File: src/rtl/tbcm_packet_mux_pkg.sv
// Shared types and helpers for the packet mux: FSM state encoding and
// indexing into the packed upper-triangle LRG priority matrix.
package tbcm_packet_mux_pkg;

  typedef enum logic [0:0] {
    TBCM_PACKET_MUX_IDLE   = 1'b0,
    TBCM_PACKET_MUX_LOCKED = 1'b1
  } state_t;

  // Bit position of pair (row, col), row < col, in an n-requester triangle.
  function automatic int tri_idx(input int row, input int col, input int n);
    return row * n - (row * (row + 1)) / 2 + (col - row - 1);
  endfunction

endpackage

File: src/rtl/tbcm_packet_mux_if.sv
// Requester-side and shared-channel signals of the packet mux.
// The mux itself uses the slave modport; the environment drives through master.
interface tbcm_packet_mux_if #(
  parameter int REQUESTS   = 2,
  parameter int DATA_WIDTH = 32
);

  logic [REQUESTS-1:0]                 i_valid;
  logic [REQUESTS-1:0]                 o_ready;
  logic [REQUESTS-1:0][DATA_WIDTH-1:0] i_data;
  logic [REQUESTS-1:0]                 i_last;
  logic                                o_valid;
  logic                                i_ready;
  logic [DATA_WIDTH-1:0]               o_data;
  logic                                o_last;
  logic [REQUESTS-1:0]                 o_grant;

  modport master (
    output i_valid, i_data, i_last, i_ready,
    input  o_ready, o_valid, o_data, o_last, o_grant
  );

  modport slave (
    input  i_valid, i_data, i_last, i_ready,
    output o_ready, o_valid, o_data, o_last, o_grant
  );

endinterface

File: src/rtl/tbcm_packet_mux_arbiter.sv
// Least-recently-granted arbiter. prio_q holds one bit per requester pair
// (row < col): 1 means the lower index currently wins over the higher one.
module tbcm_packet_mux_arbiter
  import tbcm_packet_mux_pkg::*;
#(
  parameter int REQUESTS = 2
) (
  input  logic                clk,
  input  logic                rst_n,
  input  logic [REQUESTS-1:0] request,
  input  logic                update,
  output logic [REQUESTS-1:0] grant
);

  localparam int PAIRS = REQUESTS * (REQUESTS - 1) / 2;

  logic [PAIRS-1:0] prio_q;

  function automatic logic wins(input logic [PAIRS-1:0] prio, input int a, input int b);
    if (a < b) return prio[tri_idx(a, b, REQUESTS)];
    return !prio[tri_idx(b, a, REQUESTS)];
  endfunction

  always_comb begin
    grant = '0;
    for (int i = 0; i < REQUESTS; i++) begin
      grant[i] = request[i];
      for (int j = 0; j < REQUESTS; j++) begin
        if (j != i && request[j] && wins(prio_q, j, i)) grant[i] = 1'b0;
      end
    end
  end

  // The granted requester drops below every other; untouched pairs keep their order.
  always_ff @(posedge clk or negedge rst_n) begin
    if (!rst_n) begin
      prio_q <= '1;
    end else if (update) begin
      for (int i = 0; i < REQUESTS; i++) begin
        for (int j = i + 1; j < REQUESTS; j++) begin
          if (grant[i])      prio_q[tri_idx(i, j, REQUESTS)] <= 1'b0;
          else if (grant[j]) prio_q[tri_idx(i, j, REQUESTS)] <= 1'b1;
        end
      end
    end
  end

endmodule

File: src/rtl/tbcm_packet_mux.sv
// Packet-atomic N:1 mux with LRG arbitration between packets.
//   state  | meaning
//   IDLE   | no owner; arbiter picks one combinationally from i_valid
//   LOCKED | owner held in grant_q until its last beat handshakes
module tbcm_packet_mux
  import tbcm_packet_mux_pkg::*;
#(
  parameter int REQUESTS   = 2,
  parameter int DATA_WIDTH = 32
) (
  input logic              clk,
  input logic              rst_n,
  tbcm_packet_mux_if.slave bus
);

  state_t                state_q;
  logic [REQUESTS-1:0]   grant_q;
  logic [REQUESTS-1:0]   arb_request;
  logic [REQUESTS-1:0]   arb_grant;
  logic [REQUESTS-1:0]   owner;
  logic                  sel_valid;
  logic                  sel_last;
  logic [DATA_WIDTH-1:0] sel_data;
  logic                  handshake;
  logic                  last_handshake;

  // While LOCKED the arbiter sees only the held owner, so its grant is the owner in both states.
  assign arb_request = (state_q == TBCM_PACKET_MUX_LOCKED) ? grant_q : bus.i_valid;
  assign owner       = rst_n ? arb_grant : '0;

  tbcm_packet_mux_arbiter #(
    .REQUESTS (REQUESTS)
  ) u_arbiter (
    .clk     (clk),
    .rst_n   (rst_n),
    .request (arb_request),
    .update  (last_handshake),
    .grant   (arb_grant)
  );

  always_comb begin
    sel_valid = 1'b0;
    sel_last  = 1'b0;
    sel_data  = '0;
    for (int i = 0; i < REQUESTS; i++) begin
      if (owner[i]) begin
        sel_valid = sel_valid | bus.i_valid[i];
        sel_last  = sel_last  | bus.i_last[i];
        sel_data  = sel_data  | bus.i_data[i];
      end
    end
  end

  assign handshake      = sel_valid & bus.i_ready;
  assign last_handshake = handshake & sel_last;

  assign bus.o_valid = sel_valid;
  assign bus.o_last  = sel_last;
  assign bus.o_data  = sel_data;
  assign bus.o_grant = owner;
  assign bus.o_ready = owner & {REQUESTS{bus.i_ready}};

  always_ff @(posedge clk or negedge rst_n) begin
    if (!rst_n) begin
      state_q <= TBCM_PACKET_MUX_IDLE;
      grant_q <= '0;
    end else begin
      case (state_q)
        TBCM_PACKET_MUX_IDLE: begin
          if (|owner && !last_handshake) begin
            state_q <= TBCM_PACKET_MUX_LOCKED;
            grant_q <= owner;
          end
        end
        TBCM_PACKET_MUX_LOCKED: begin
          if (last_handshake) begin
            state_q <= TBCM_PACKET_MUX_IDLE;
            grant_q <= '0;
          end
        end
        default: begin
          state_q <= TBCM_PACKET_MUX_IDLE;
          grant_q <= '0;
        end
      endcase
    end
  end

endmodule

File: src/flat_wrapper.sv
// flat-port wrapper written by rule: the top's interface ports become plain ports
module tbcm_packet_mux_flat import tbcm_packet_mux_pkg::*;
#(
  parameter int REQUESTS   = 2,
  parameter int DATA_WIDTH = 32
)
  (clk, rst_n, bus_i_valid, bus_i_data, bus_i_last, bus_i_ready, bus_o_ready, bus_o_valid, bus_o_data, bus_o_last, bus_o_grant);
  tbcm_packet_mux_if #(.REQUESTS(REQUESTS), .DATA_WIDTH(DATA_WIDTH)) bus_i ();
  input logic clk;
  input logic rst_n;
  input wire logic [$bits(bus_i.i_valid)-1:0] bus_i_valid;
  input wire logic [$bits(bus_i.i_data)-1:0] bus_i_data;
  input wire logic [$bits(bus_i.i_last)-1:0] bus_i_last;
  input wire logic [$bits(bus_i.i_ready)-1:0] bus_i_ready;
  output wire logic [$bits(bus_i.o_ready)-1:0] bus_o_ready;
  output wire logic [$bits(bus_i.o_valid)-1:0] bus_o_valid;
  output wire logic [$bits(bus_i.o_data)-1:0] bus_o_data;
  output wire logic [$bits(bus_i.o_last)-1:0] bus_o_last;
  output wire logic [$bits(bus_i.o_grant)-1:0] bus_o_grant;
  assign bus_i.i_valid = bus_i_valid;
  assign bus_i.i_data = bus_i_data;
  assign bus_i.i_last = bus_i_last;
  assign bus_i.i_ready = bus_i_ready;
  assign bus_o_ready = bus_i.o_ready;
  assign bus_o_valid = bus_i.o_valid;
  assign bus_o_data = bus_i.o_data;
  assign bus_o_last = bus_i.o_last;
  assign bus_o_grant = bus_i.o_grant;
  tbcm_packet_mux #(.REQUESTS(REQUESTS), .DATA_WIDTH(DATA_WIDTH)) u_core (.clk(clk), .rst_n(rst_n), .bus(bus_i));
endmodule
File: config.mk
export PLATFORM = sky130hd
export DESIGN_NAME = tbcm_packet_mux_flat
export DESIGN_NICKNAME = d
export VERILOG_FILES = /design/src/rtl/tbcm_packet_mux_pkg.sv /design/src/rtl/tbcm_packet_mux_if.sv /design/src/rtl/tbcm_packet_mux_arbiter.sv /design/src/rtl/tbcm_packet_mux.sv /design/src/flat_wrapper.sv
export SDC_FILE = /design/constraint.sdc
export NUM_CORES = 1
export LEC_CHECK = 0
export CAP_MARGIN = 15
export CORE_MARGIN = 4
export CORE_UTILIZATION = 24
export DETAILED_ROUTE_END_ITERATION = 12
export GPL_ROUTABILITY_DRIVEN = 0
export PLACE_DENSITY = 0.82
export REMOVE_ABC_BUFFERS = 1
export SYNTH_ARGS = -nofsm -noshare
export SYNTH_HDL_FRONTEND = slang
export SYNTH_SLANG_ARGS = --single-unit
File: constraint.sdc
create_clock -name clk -period 2.3 [get_ports clk]
set_input_delay 0.345 -clock clk [delete_from_list [all_inputs] [get_ports clk]]
set_output_delay 0.345 -clock clk [all_outputs]
set_load 0.03 [all_outputs]
==> flow_results.org <==
** Run status
- The run finished with clean final reports.

** Global routing
- The initial antenna violation count is 0.
- Gr usage total :: 0.169
- Maximum number of pins on one net before global-route repair :: 35
- The first global-routing pass estimated 5510 um of wire.
- Met2 track demand over resource in global routing :: 0.332
- The number of global-route vias before repair is approximately 1100.
- Global routing usage on met3 :: 0.0439
- Routing layer with the top usage in global route :: met2
- In the global route stage, met1 resource usage came out at 0.169.
- Summed over all layers, the global routing overflow is 0.

** Cells and area
- The final layout contains around 270 nets.
- Most frequent cells in the layout :: 70 x sky130_fd_sc_hd__clkdlybuf4s50_1, 46 x sky130_fd_sc_hd__buf_4, 20 x sky130_fd_sc_hd__a22o_1
- Leaving out fill and tap cells, the most frequent cell in the layout is sky130_fd_sc_hd__clkdlybuf4s50_1.
- Summing all non-filler instances in the final layout gives an area of 0.00186 mm2.
- Antenna diodes :: 0
- Synth-to-layout area growth :: 147%
- Of the cells placed in the final design, the portion with a size suffix greater than 1 is 0.379.

** CTS
- The clock passes through at most 2 buffers.
- In this run the number of H-tree levels came out at 1.
- TritonCTS clock tree :: done
- In this run, CTS created clock tree buffers numbering 3.
- After clock tree synthesis, the clock-pin slew on the worst setup and hold paths is approximately 0.04 ns.
- Number of sinks driven by the clock tree :: 4
- The clock reaches the later pin of the worst-skew pair after 0.24 ns.
- Clock root buffer :: sky130_fd_sc_hd__clkbuf_4

** Placed design
- The placed instances occupy a cell area of 0.00182 mm2.
- IO buf count :: roughly 110
- HPWL Detailed :: between 3000 and 4000 um

** Pwr
- Sequential share of power :: 0.099
- Power Density :: 931 mW/mm2
- VDD sags by at most between 0.4 and 0.5 mV.
- Summed over all cells, the static leakage comes to 0.799 nW.
- The internal portion of the total power is between 0.0008 and 0.0009 W.
- The analysis attributes to net switching a power of approximately 0.00090 W.
- Comb pwr share :: 0.845
- Of the total power, the share spent switching nets is 0.517.
- Part of the total power dissipated in the clock network :: 0.055

** Yosys
- Register bit total from synthesis :: 4
- After synthesis the cells add up to between 700 and 800 um2.
- By area the synthesized netlist is led by sky130_fd_sc_hd__a22o_1 23%, sky130_fd_sc_hd__a22o_2 16%, sky130_fd_sc_hd__dfrtp_1 10%.
- The share of synthesized area in the top cell type comes to 0.232.
- Post-synthesis cell type with the largest combined area :: sky130_fd_sc_hd__a22o_1
- For this run, the number of Yosys warnings is 0.
- Syn avg cell area :: approximately 9.4 um2
- After synthesis, the netlist uses 26 different library cells.
- Synthesized instance count :: 80
- Seq/Total Area, Yosys :: 0.134

** Die
- Die width :: about 64 um
- Number of cell rows :: 20
- Core area :: approximately 0.0030 mm2
- Die outline height :: 64.1 um
- Starting density of the core :: 0.249
- Top-level I/O count :: approximately 110
- Die Footprint :: between 0.004 and 0.005 mm2

** Setup path
- For this design, the slowest cell found on the critical path is sky130_fd_sc_hd__dfrtp_2.
- STA puts the critical path data required time at about 2.0 ns.
- In this design, the stage delay of the slowest critical-path cell is about 0.48 ns.
- Nature of the critical path endpoint :: primary output
- Crit Path Class :: flop to primary output
- Data on the critical path arrives at its endpoint at ~1.9 ns.
- The kind of cell with the highest combined delay along the critical path is flip-flops.
- Worst Path Max Fanout :: 34
- Traced cell by cell, the critical path runs through mux2i_4 > o21ai_4 > nor2_2 > buf_12 > a22o_1 > buf_4.
- The worst setup path is launched from a flop.
- The number of buffers and inverters on the critical path is 2.

** Timing
- Clock skew on the completed layout was measured at ~0.0086 ns.
- Dividing the final minimum period by the clock period gives 0.952.
- RSZ-0062 raised after global routing :: yes
- The routed design could run at a clock period as short as roughly 2.2 ns.
- The number of endpoints with negative hold slack in the final report came to 0.
- The tightest hold path in the finished design has a slack of about 0.57 ns.
- For the pin with the worst max-slew slack, the measured transition is roughly 0.35 ns.
- Static timing analysis puts the maximum clock frequency at ~460 MHz.
- The max-slew violation count came to 0.
- Max_slew headroom :: 0.768
- Setup violations remaining at the end of the flow were counted as 0.
- For the final routed database, the setup TNS stands at 0 ns.

** Route
- Initial DRC Count :: between 50 and 60
- First-pass detailed-route iteration total :: 4
- Via count normalized by instance count :: about 4.7
- The routed layout has approximately 1100 vias.
- Once detail routing completed, the nets flagged for antenna violations numbered 0.
- Average detailed-routed wire length per instance :: approximately 16 um
- Residual DRC count :: 0
- After detailed routing, the total wire length is 3760 um.

** Min path
- Tightest Hold Check Type :: input pin to asynchronous set/reset pin

** Job
- Max-cap violations in this run came to 0.
==> layer usage <==
layer  routed length, um  vias up
met4                  48        0
met1                1310      519
met5                   0        -
met3                 286        4
li1                    -      562
met2                2120       46
==> cell families after synthesis <==
logic type             synth area share
AOI/OAI and AO/OA                 0.595
and+or+nand+nor                  0.0879
buffers and inverters            0.0945
DFF                               0.134
muxes                            0.0879
==> stage by stage <==
step	setup slack (ns)	util	total power (W)	instances
after CTS	0.0994	0.610	0.00173	237
after global routing	-0.0119	0.615	0.00183	239
after global placement	0.154	0.601	0.00160	233
final	0.110	0.615	0.00173	239
after floorplan	-0.408	-	0.00103	73
after detailed placement	0.131	0.601	0.00163	233
==> sequential cells by signal (all words and copies together) (netlist names) <==
register,count
u_core.u_arbiter.prio_q,1
u_core.state_q,1
u_core.grant_q,2
==> worst paths after layout <==
path / to / cells past startpoint / slack [ns] / start
worst min-delay path: u_core.grant_q[1] / 2 / 0.57 / rst_n
min in group clk: u_core.u_arbiter.prio_q / 2 / 0.64 / u_core.u_arbiter.prio_q
worst max-delay path: bus_o_data[20] / 6 / 0.11 / u_core.state_q
worst max register to register: u_core.grant_q[1] / 7 / 0.34 / u_core.state_q
max in group asynchronous: u_core.u_arbiter.prio_q / 2 / 1.53 / rst_n
worst min register to register: u_core.u_arbiter.prio_q / 2 / 0.64 / u_core.u_arbiter.prio_q
==> power groups by stage <==
stage	registers (W)	logic, W	clock network [W]
floorplan	0.000157	0.000871	0
global placement	0.000168	0.00143	0
detailed placement	0.000172	0.00146	0
CTS	0.000172	0.00146	0.000100
global route	0.000178	0.00155	0.000107
finish	0.000173	0.00147	0.0000961
==> synthesized netlist by cell type <==
library cell	instances
sky130_fd_sc_hd__nand2_1	3
sky130_fd_sc_hd__mux2i_1	1
sky130_fd_sc_hd__a21o_1	1
sky130_fd_sc_hd__mux2_2	1
sky130_fd_sc_hd__a31oi_1	1
sky130_fd_sc_hd__dfrtp_1	3
sky130_fd_sc_hd__o32ai_4	1
sky130_fd_sc_hd__a21oi_1	3
sky130_fd_sc_hd__o2111ai_1	1
sky130_fd_sc_hd__o211ai_1	2
sky130_fd_sc_hd__and2_2	1
sky130_fd_sc_hd__buf_6	4
sky130_fd_sc_hd__buf_2	3
sky130_fd_sc_hd__o21ai_0	3
sky130_fd_sc_hd__dfstp_2	1
sky130_fd_sc_hd__o21ai_4	2
sky130_fd_sc_hd__o311ai_0	2
sky130_fd_sc_hd__nor2_1	4
sky130_fd_sc_hd__inv_1	3
sky130_fd_sc_hd__nor2_2	2
sky130_fd_sc_hd__a22o_1	20
sky130_fd_sc_hd__nor3b_1	1
sky130_fd_sc_hd__and2_1	2
sky130_fd_sc_hd__mux2i_4	2
sky130_fd_sc_hd__o32ai_1	1
sky130_fd_sc_hd__a22o_2	12
==> what timing repair did <==
item                                    CTS  global route
pin swaps                                 0             0
buffers inserted                          0             2
resized for setup                         1             0
endpoints found under the setup margin   31            10
hold buffers                              0             0
==> layout make-up <==
type / count / area [um2]
fillers: 255 / 1160
flip-flops and latches: 4 / 103
well taps: 44 / 55.1
clock buffers: 4 / 26.3
repair buffers: 118 / 1090
multi-input cells: 66 / 582
inverters: 3 / 11.3
Note: power is estimated with default switching activity, not from simulation.
